$ cat config.mk
export PLATFORM = sky130hd
export DESIGN_NAME = cnn_maxpool
export DESIGN_NICKNAME = d
export VERILOG_FILES = /design/src/rtl/cnn_maxpool.sv
export SDC_FILE = /design/constraint.sdc
export NUM_CORES = 1
export LEC_CHECK = 0
export CAP_MARGIN = 10
export CORE_MARGIN = 4
export CORE_UTILIZATION = 45
export DETAILED_ROUTE_END_ITERATION = 10
export PLACE_DENSITY_LB_ADDON = 0.2
export SLEW_MARGIN = 10
export SYNTH_ARGS = -nofsm -noshare
export SYNTH_HDL_FRONTEND = slang
export SYNTH_SLANG_ARGS = --single-unit
$ cat constraint.sdc
create_clock -name clk_i -period 3.4 [get_ports clk_i]
set_input_delay 0.51 -clock clk_i [delete_from_list [all_inputs] [get_ports clk_i]]
set_output_delay 0.51 -clock clk_i [all_outputs]
set_load 0.05 [all_outputs]
$ cat src/rtl/cnn_maxpool.sv
// cnn_maxpool: streaming 2x2 / stride-2 max-pool with optional ReLU.
// Consumes raster-ordered pixels (channel, row, column; column fastest) from
// the convolution core and emits the pooled map in the same order.
//
// Ports:
//   clk_i        rising-edge clock
//   reset_i      asynchronous active-low reset
//   in_valid_i   input pixel valid
//   in_ready_o   input accepted when in_valid_i && in_ready_o
//   in_data_i    input pixel, signed DATA_W
//   out_valid_o  pooled pixel valid
//   out_ready_i  downstream accepts when out_valid_o && out_ready_i
//   out_data_o   pooled pixel, signed DATA_W
//   out_last_o   final pooled pixel of a frame
//   busy_o       a frame is in progress (first pixel in, last output not yet taken)
`timescale 1ns/1ps
module cnn_maxpool #(
  parameter int M_p    = 4,
  parameter int R_p    = 16,
  parameter int C_p    = 16,
  parameter int DATA_W = 16,
  parameter int RELU_p = 1
) (
  input  logic                     clk_i,
  input  logic                     reset_i,
  input  logic                     in_valid_i,
  output logic                     in_ready_o,
  input  logic signed [DATA_W-1:0] in_data_i,
  output logic                     out_valid_o,
  input  logic                     out_ready_i,
  output logic signed [DATA_W-1:0] out_data_o,
  output logic                     out_last_o,
  output logic                     busy_o
);

  localparam int CW   = (C_p > 1) ? $clog2(C_p) : 1;
  localparam int RW   = (R_p > 1) ? $clog2(R_p) : 1;
  localparam int MW   = (M_p > 1) ? $clog2(M_p) : 1;
  localparam int LBW  = (C_p > 2) ? $clog2(C_p / 2) : 1;
  localparam int LB_N = 1 << LBW;

  logic [CW-1:0]            col_q;
  logic [RW-1:0]            row_q;
  logic [MW-1:0]            ch_q;
  logic signed [DATA_W-1:0] h_q;
  logic signed [DATA_W-1:0] lb [LB_N];

  logic                     in_fire;
  logic                     out_fire;
  logic                     col_last;
  logic                     row_last;
  logic                     ch_last;
  logic                     load;
  logic [LBW-1:0]           lb_idx;
  logic signed [DATA_W-1:0] h_max;
  logic signed [DATA_W-1:0] lb_max;
  logic signed [DATA_W-1:0] pooled;

  function automatic logic signed [DATA_W-1:0] smax(
    input logic signed [DATA_W-1:0] a,
    input logic signed [DATA_W-1:0] b
  );
    return (a > b) ? a : b;
  endfunction

  assign in_ready_o = !out_valid_o || out_ready_i;
  assign in_fire    = in_valid_i && in_ready_o;
  assign out_fire   = out_valid_o && out_ready_i;
  assign col_last   = (col_q == CW'(C_p - 1));
  assign row_last   = (row_q == RW'(R_p - 1));
  assign ch_last    = (ch_q == MW'(M_p - 1));
  assign lb_idx     = LBW'(col_q >> 1);
  // A window completes on the odd-row, odd-column pixel.
  assign load       = in_fire && row_q[0] && col_q[0];

  always_comb begin
    h_max  = smax(h_q, in_data_i);
    lb_max = smax(lb[lb_idx], in_data_i);
    pooled = h_max;
    if (RELU_p != 0 && h_max[DATA_W-1]) pooled = '0;
  end

  always_ff @(posedge clk_i or negedge reset_i) begin
    if (!reset_i) begin
      col_q       <= '0;
      row_q       <= '0;
      ch_q        <= '0;
      h_q         <= '0;
      out_valid_o <= 1'b0;
      out_data_o  <= '0;
      out_last_o  <= 1'b0;
      busy_o      <= 1'b0;
    end else begin
      if (in_fire) begin
        if (col_last) begin
          col_q <= '0;
          if (row_last) begin
            row_q <= '0;
            ch_q  <= ch_last ? '0 : ch_q + MW'(1);
          end else begin
            row_q <= row_q + RW'(1);
          end
        end else begin
          col_q <= col_q + CW'(1);
        end
        // Even column opens a horizontal pair: plain load on even rows,
        // merge with the pair max stored from the row above on odd rows.
        if (!col_q[0]) h_q <= row_q[0] ? lb_max : in_data_i;
      end

      // A new load wins over the clear from acceptance in the same cycle.
      if (load) begin
        out_valid_o <= 1'b1;
        out_data_o  <= pooled;
        out_last_o  <= row_last && col_last && ch_last;
      end else if (out_ready_i) begin
        out_valid_o <= 1'b0;
        out_last_o  <= 1'b0;
      end

      if (in_fire)                     busy_o <= 1'b1;
      else if (out_fire && out_last_o) busy_o <= 1'b0;
    end
  end

  // Line buffer holds the horizontal pair max of each even row; every entry
  // is written before the odd row reads it, so it needs no reset.
  always_ff @(posedge clk_i) begin
    if (in_fire && !row_q[0] && col_q[0]) lb[lb_idx] <= h_max;
  end

endmodule

==> flow_summary.yaml <==
run_status:
  run_status: "finished clean"
setup_path:
  worst-setup-path-type: "input port to register"
  timing.critical_path.from: "in_data_i[15]"
  rr_startpoint: "col_q[1]$_DFFE_PN0P_"
  cp_max_fo: 15
  critPathRequiredTime_ps: 3530
  reg2reg_setup_slack_ps: 120
  timing.critical_path.to_type: "register"
  timing.critical_path.from_type: "input port"
  crit_end: "lb[2][3]$_DFFE_PP_"
  worstRegToRegCells: 13
  arrival_ps: 3470
  r2r_end: "h_q[1]$_DFFE_PN0P_"
layout:
  ff_latch_area_um2: 4950
  num_antenna_cells: 0
  filler_cells: 1385
  multi_input_area_um2: 2840
  finish.net_count: 766
  share_of_final_layout_standard_cells_stronger_than_drive_strength_1: 0.235
  postLayoutCellArea_um2: 9860
  syn2layout_area_growth_pct: 23.4
floorplan:
  floorplan.initialDensity: 0.460
  design.portCount: 40
  placement_rows: 48
  dieWidth_um: 141
  core_um2: 17400
  die_height_um: 141
  dieArea_um2: 20000
timing:
  finalMaxSlewViolations: 0
  final_worst_path_period_need_ps: 3340
  maxSlewHeadroom: 0.296
  report.final.setup_viol: 0
  achievable-frequency_ghz: 0.300
  hold_viol_final: 0
  period_share: 0.981
  rsz0062_at_grt: "yes"
  clock_skew_ps: 8.37
  fin_tns_setup_ps: 0
  max_slew.worst_pin.slew_ps: 1060
logic_synthesis:
  count_of_unique_library_cells_instantiated_by_yosys: 56
  synth_nets: 659
  yosysWarnings: 0
  synth.cell_area_um2: 7990
  post_synth.cell_area_avg_um2: 13.2
  dominantRegCellSynth: "sky130_fd_sc_hd__edfxtp_1"
  post_synthesis_cell_count: 604
  yosysSeqAreaShare: 0.619
  edff_count_synth: 128
  synth.ff_latch_count: 172
  synth_async_sr_flop_share: 0.256
drt:
  drcViolationCount: 0
  dr.pass1.iters: 5
  vias_per_cell: 5.84
  post_drt_wl_per_cell_um: 20.3
  detail-route-antenna-nets: 0
  detailroute.via_count: 5540
  routed_wl_um: 19300
  first_iter_violations: 517
power:
  internal_power_mw: 5.73
  power_per_cell_area_nw_per_um2: 932
  switchingPower_mw: 3.46
  power.total_mw: 9.19
  power_leakage_nw: 3.79
  power.share.switching: 0.377
  peakVddDrop_v: 0.000502
  power.share.clock: 0.211
  comb_power_share: 0.443
  p_seq_frac: 0.345
cts:
  cts_tree: "built"
  cts.clk_slew.worst_paths_ps: 70
  cts-root-buf: "sky130_fd_sc_hd__clkbuf_16"
  h-tree-depth: 4
  clkSinkCount: 172
  clockBufferDepth: 2
  clock_latency_at_the_later_pin_of_the_worst_skew_pair_ps: 430
  holdBufCountCts: 0
  tritoncts_buffers: 17
global_route:
  grt_usage: 0.199
  maximum_number_of_pins_on_one_net_before_global_route_repair: 45
  grt.overflow.total: 0
  number_of_antenna_violations_at_the_first_check_in_global_routing: 0
  vias_in_the_first_global_route: 5516
  grt_pass1_wl_um: 30400
placed_design:
  port_buffers: 38
  place_congestion: 0.854
  dp.final_hpwl_um: 13800
  placement.cell_area_um2: 9170
job:
  drv.max_cap_violation_count: 0
min_path:
  timing.hold.worst.class: "input port to async pin"
-- cell usage in the layout, fill, tap and decap left out, types with 13 or more instances in the layout --
master                            instances
sky130_fd_sc_hd__o21ai_0                 32
sky130_fd_sc_hd__clkbuf_16               18
sky130_fd_sc_hd__ha_1                    34
sky130_fd_sc_hd__nand4_1                 16
sky130_fd_sc_hd__a221o_1                 15
sky130_fd_sc_hd__mux2_2                  13
sky130_fd_sc_hd__edfxtp_1               128
sky130_fd_sc_hd__inv_1                   29
sky130_fd_sc_hd__o21ai_1                 14
sky130_fd_sc_hd__buf_4                   79
sky130_fd_sc_hd__dfrtp_1                 42
sky130_fd_sc_hd__a221oi_1                17
sky130_fd_sc_hd__and2_1                  22
sky130_fd_sc_hd__nand2_1                 46
sky130_fd_sc_hd__nor2_1                  20
sky130_fd_sc_hd__a21oi_1                 29
sky130_fd_sc_hd__clkdlybuf4s50_1         37
-- power by group through the flow --
stage          combinational, mW  clock, mW  sequential (mW)
2_1_floorplan               2.20          0             3.34
3_3_place_gp                3.85          0             3.20
3_5_place_dp                3.90          0             3.21
4_1_cts                     3.92       1.97             3.17
5_1_grt                     4.45       2.07             3.22
6_report                    4.07       1.94             3.17
-- metal layers --
metal  GRT usage  vias up  wire [um]
li1            -     2558          -
met1       0.268     2757       8430
met2       0.322      190       9400
met3      0.0418       35       1120
met4      0.0673        0        341
met5           0        -          0
-- worst max-delay path, cell delays in order --
cell and delay [ps]:
sky130_fd_sc_hd__clkdlybuf4s50_1 500, sky130_fd_sc_hd__inv_1 70, sky130_fd_sc_hd__ha_1 310, sky130_fd_sc_hd__nand4_1 100
sky130_fd_sc_hd__or3_4 440, sky130_fd_sc_hd__or3_1 380, sky130_fd_sc_hd__o311a_2 180, sky130_fd_sc_hd__or2_1 260
sky130_fd_sc_hd__buf_12 160, sky130_fd_sc_hd__o21ai_1 540
-- layout make-up --
type                       instances  area share
inverter                          29      0.0110
clock buffer                      18      0.0435
clock inverter                    14      0.0162
sequential                       172       0.502
tap                              225      0.0286
timing repair buffer             124       0.111
multi-input combinational        367       0.288
-- how the worst min path moves through the flow --
stage / endpoint / startpoint / slack (ps) / cells past startpoint
4_1_cts: row_q[0]$_DFFE_PN0P_ / reset_i / 280 / 1
6_report: ch_q[1]$_DFFE_PN0P_ / reset_i / 260 / 1
3_5_place_dp: busy_o$_DFFE_PN0P_ / out_valid_o$_DFFE_PN0P_ / 490 / 1
2_1_floorplan: busy_o$_DFFE_PN0P_ / reset_i / 210 / 0
5_1_grt: ch_q[1]$_DFFE_PN0P_ / reset_i / 340 / 1
3_3_place_gp: busy_o$_DFFE_PN0P_ / out_valid_o$_DFFE_PN0P_ / 460 / 1
-- cells by family (layout without fill, tap and decap cells) --
kind of cell,Yosys count,after routing,synth area share
simple gates,136,136,0.0885
buf+inv,65,185,0.0335
flops,172,172,0.619
mux,35,35,0.0653
other cells,1,1,0.000469
fa+ha+maj,35,35,0.0548
xor+xnor,2,2,0.00219
compound gates,158,158,0.137
-- stage by stage --
stage / hold WS (ps) / setup WS (ps) / util / cells
finish: 259 / 62.9 / 0.568 / 949
global route: 345 / -76.1 / 0.568 / 949
CTS: 283 / 26.0 / 0.562 / 946
detailed placement: 492 / -366 / 0.528 / 914
global placement: 456 / -304 / 0.528 / 914
floorplan: 214 / 66.0 / - / 604
-- registers in the layout, indices dropped and copies added (netlist names) --
name         count
lb             128
h_q             16
out_data_o      15
col_q            4
row_q            4
ch_q             2
busy_o           1
out_last_o       1
out_valid_o      1
-- cell usage after synthesis, types with 5 or more instances --
master	number	area, um^2
sky130_fd_sc_hd__o311ai_0	8	70.1
sky130_fd_sc_hd__a21oi_1	29	145
sky130_fd_sc_hd__nor3_1	5	25.0
sky130_fd_sc_hd__nand2_1	46	173
sky130_fd_sc_hd__inv_1	29	109
sky130_fd_sc_hd__ha_1	35	438
sky130_fd_sc_hd__edfxtp_1	128	3840
sky130_fd_sc_hd__o21ai_1	15	75.1
sky130_fd_sc_hd__o21ai_0	33	165
sky130_fd_sc_hd__o22ai_1	5	31.3
sky130_fd_sc_hd__clkbuf_1	26	97.6
sky130_fd_sc_hd__nor2_1	20	75.1
sky130_fd_sc_hd__a221oi_1	19	166
sky130_fd_sc_hd__nand4_1	16	100
sky130_fd_sc_hd__mux2i_1	9	90.1
sky130_fd_sc_hd__a31o_2	7	61.3
sky130_fd_sc_hd__and2_1	22	138
sky130_fd_sc_hd__mux4_2	12	270
sky130_fd_sc_hd__a221o_1	15	150
sky130_fd_sc_hd__dfrtp_1	44	1100
sky130_fd_sc_hd__mux2_2	13	146
-- what timing repair did --
| item | 4_1_cts | 5_1_grt |
|---|---|---|
| buffers inserted | 0 | 2 |
| endpoints found under the hold margin | 0 | 0 |
| resized for setup | 0 | 20 |
| setup endpoints to repair | 0 | 96 |
No activity file was read; power rests on OpenSTA's default activity.
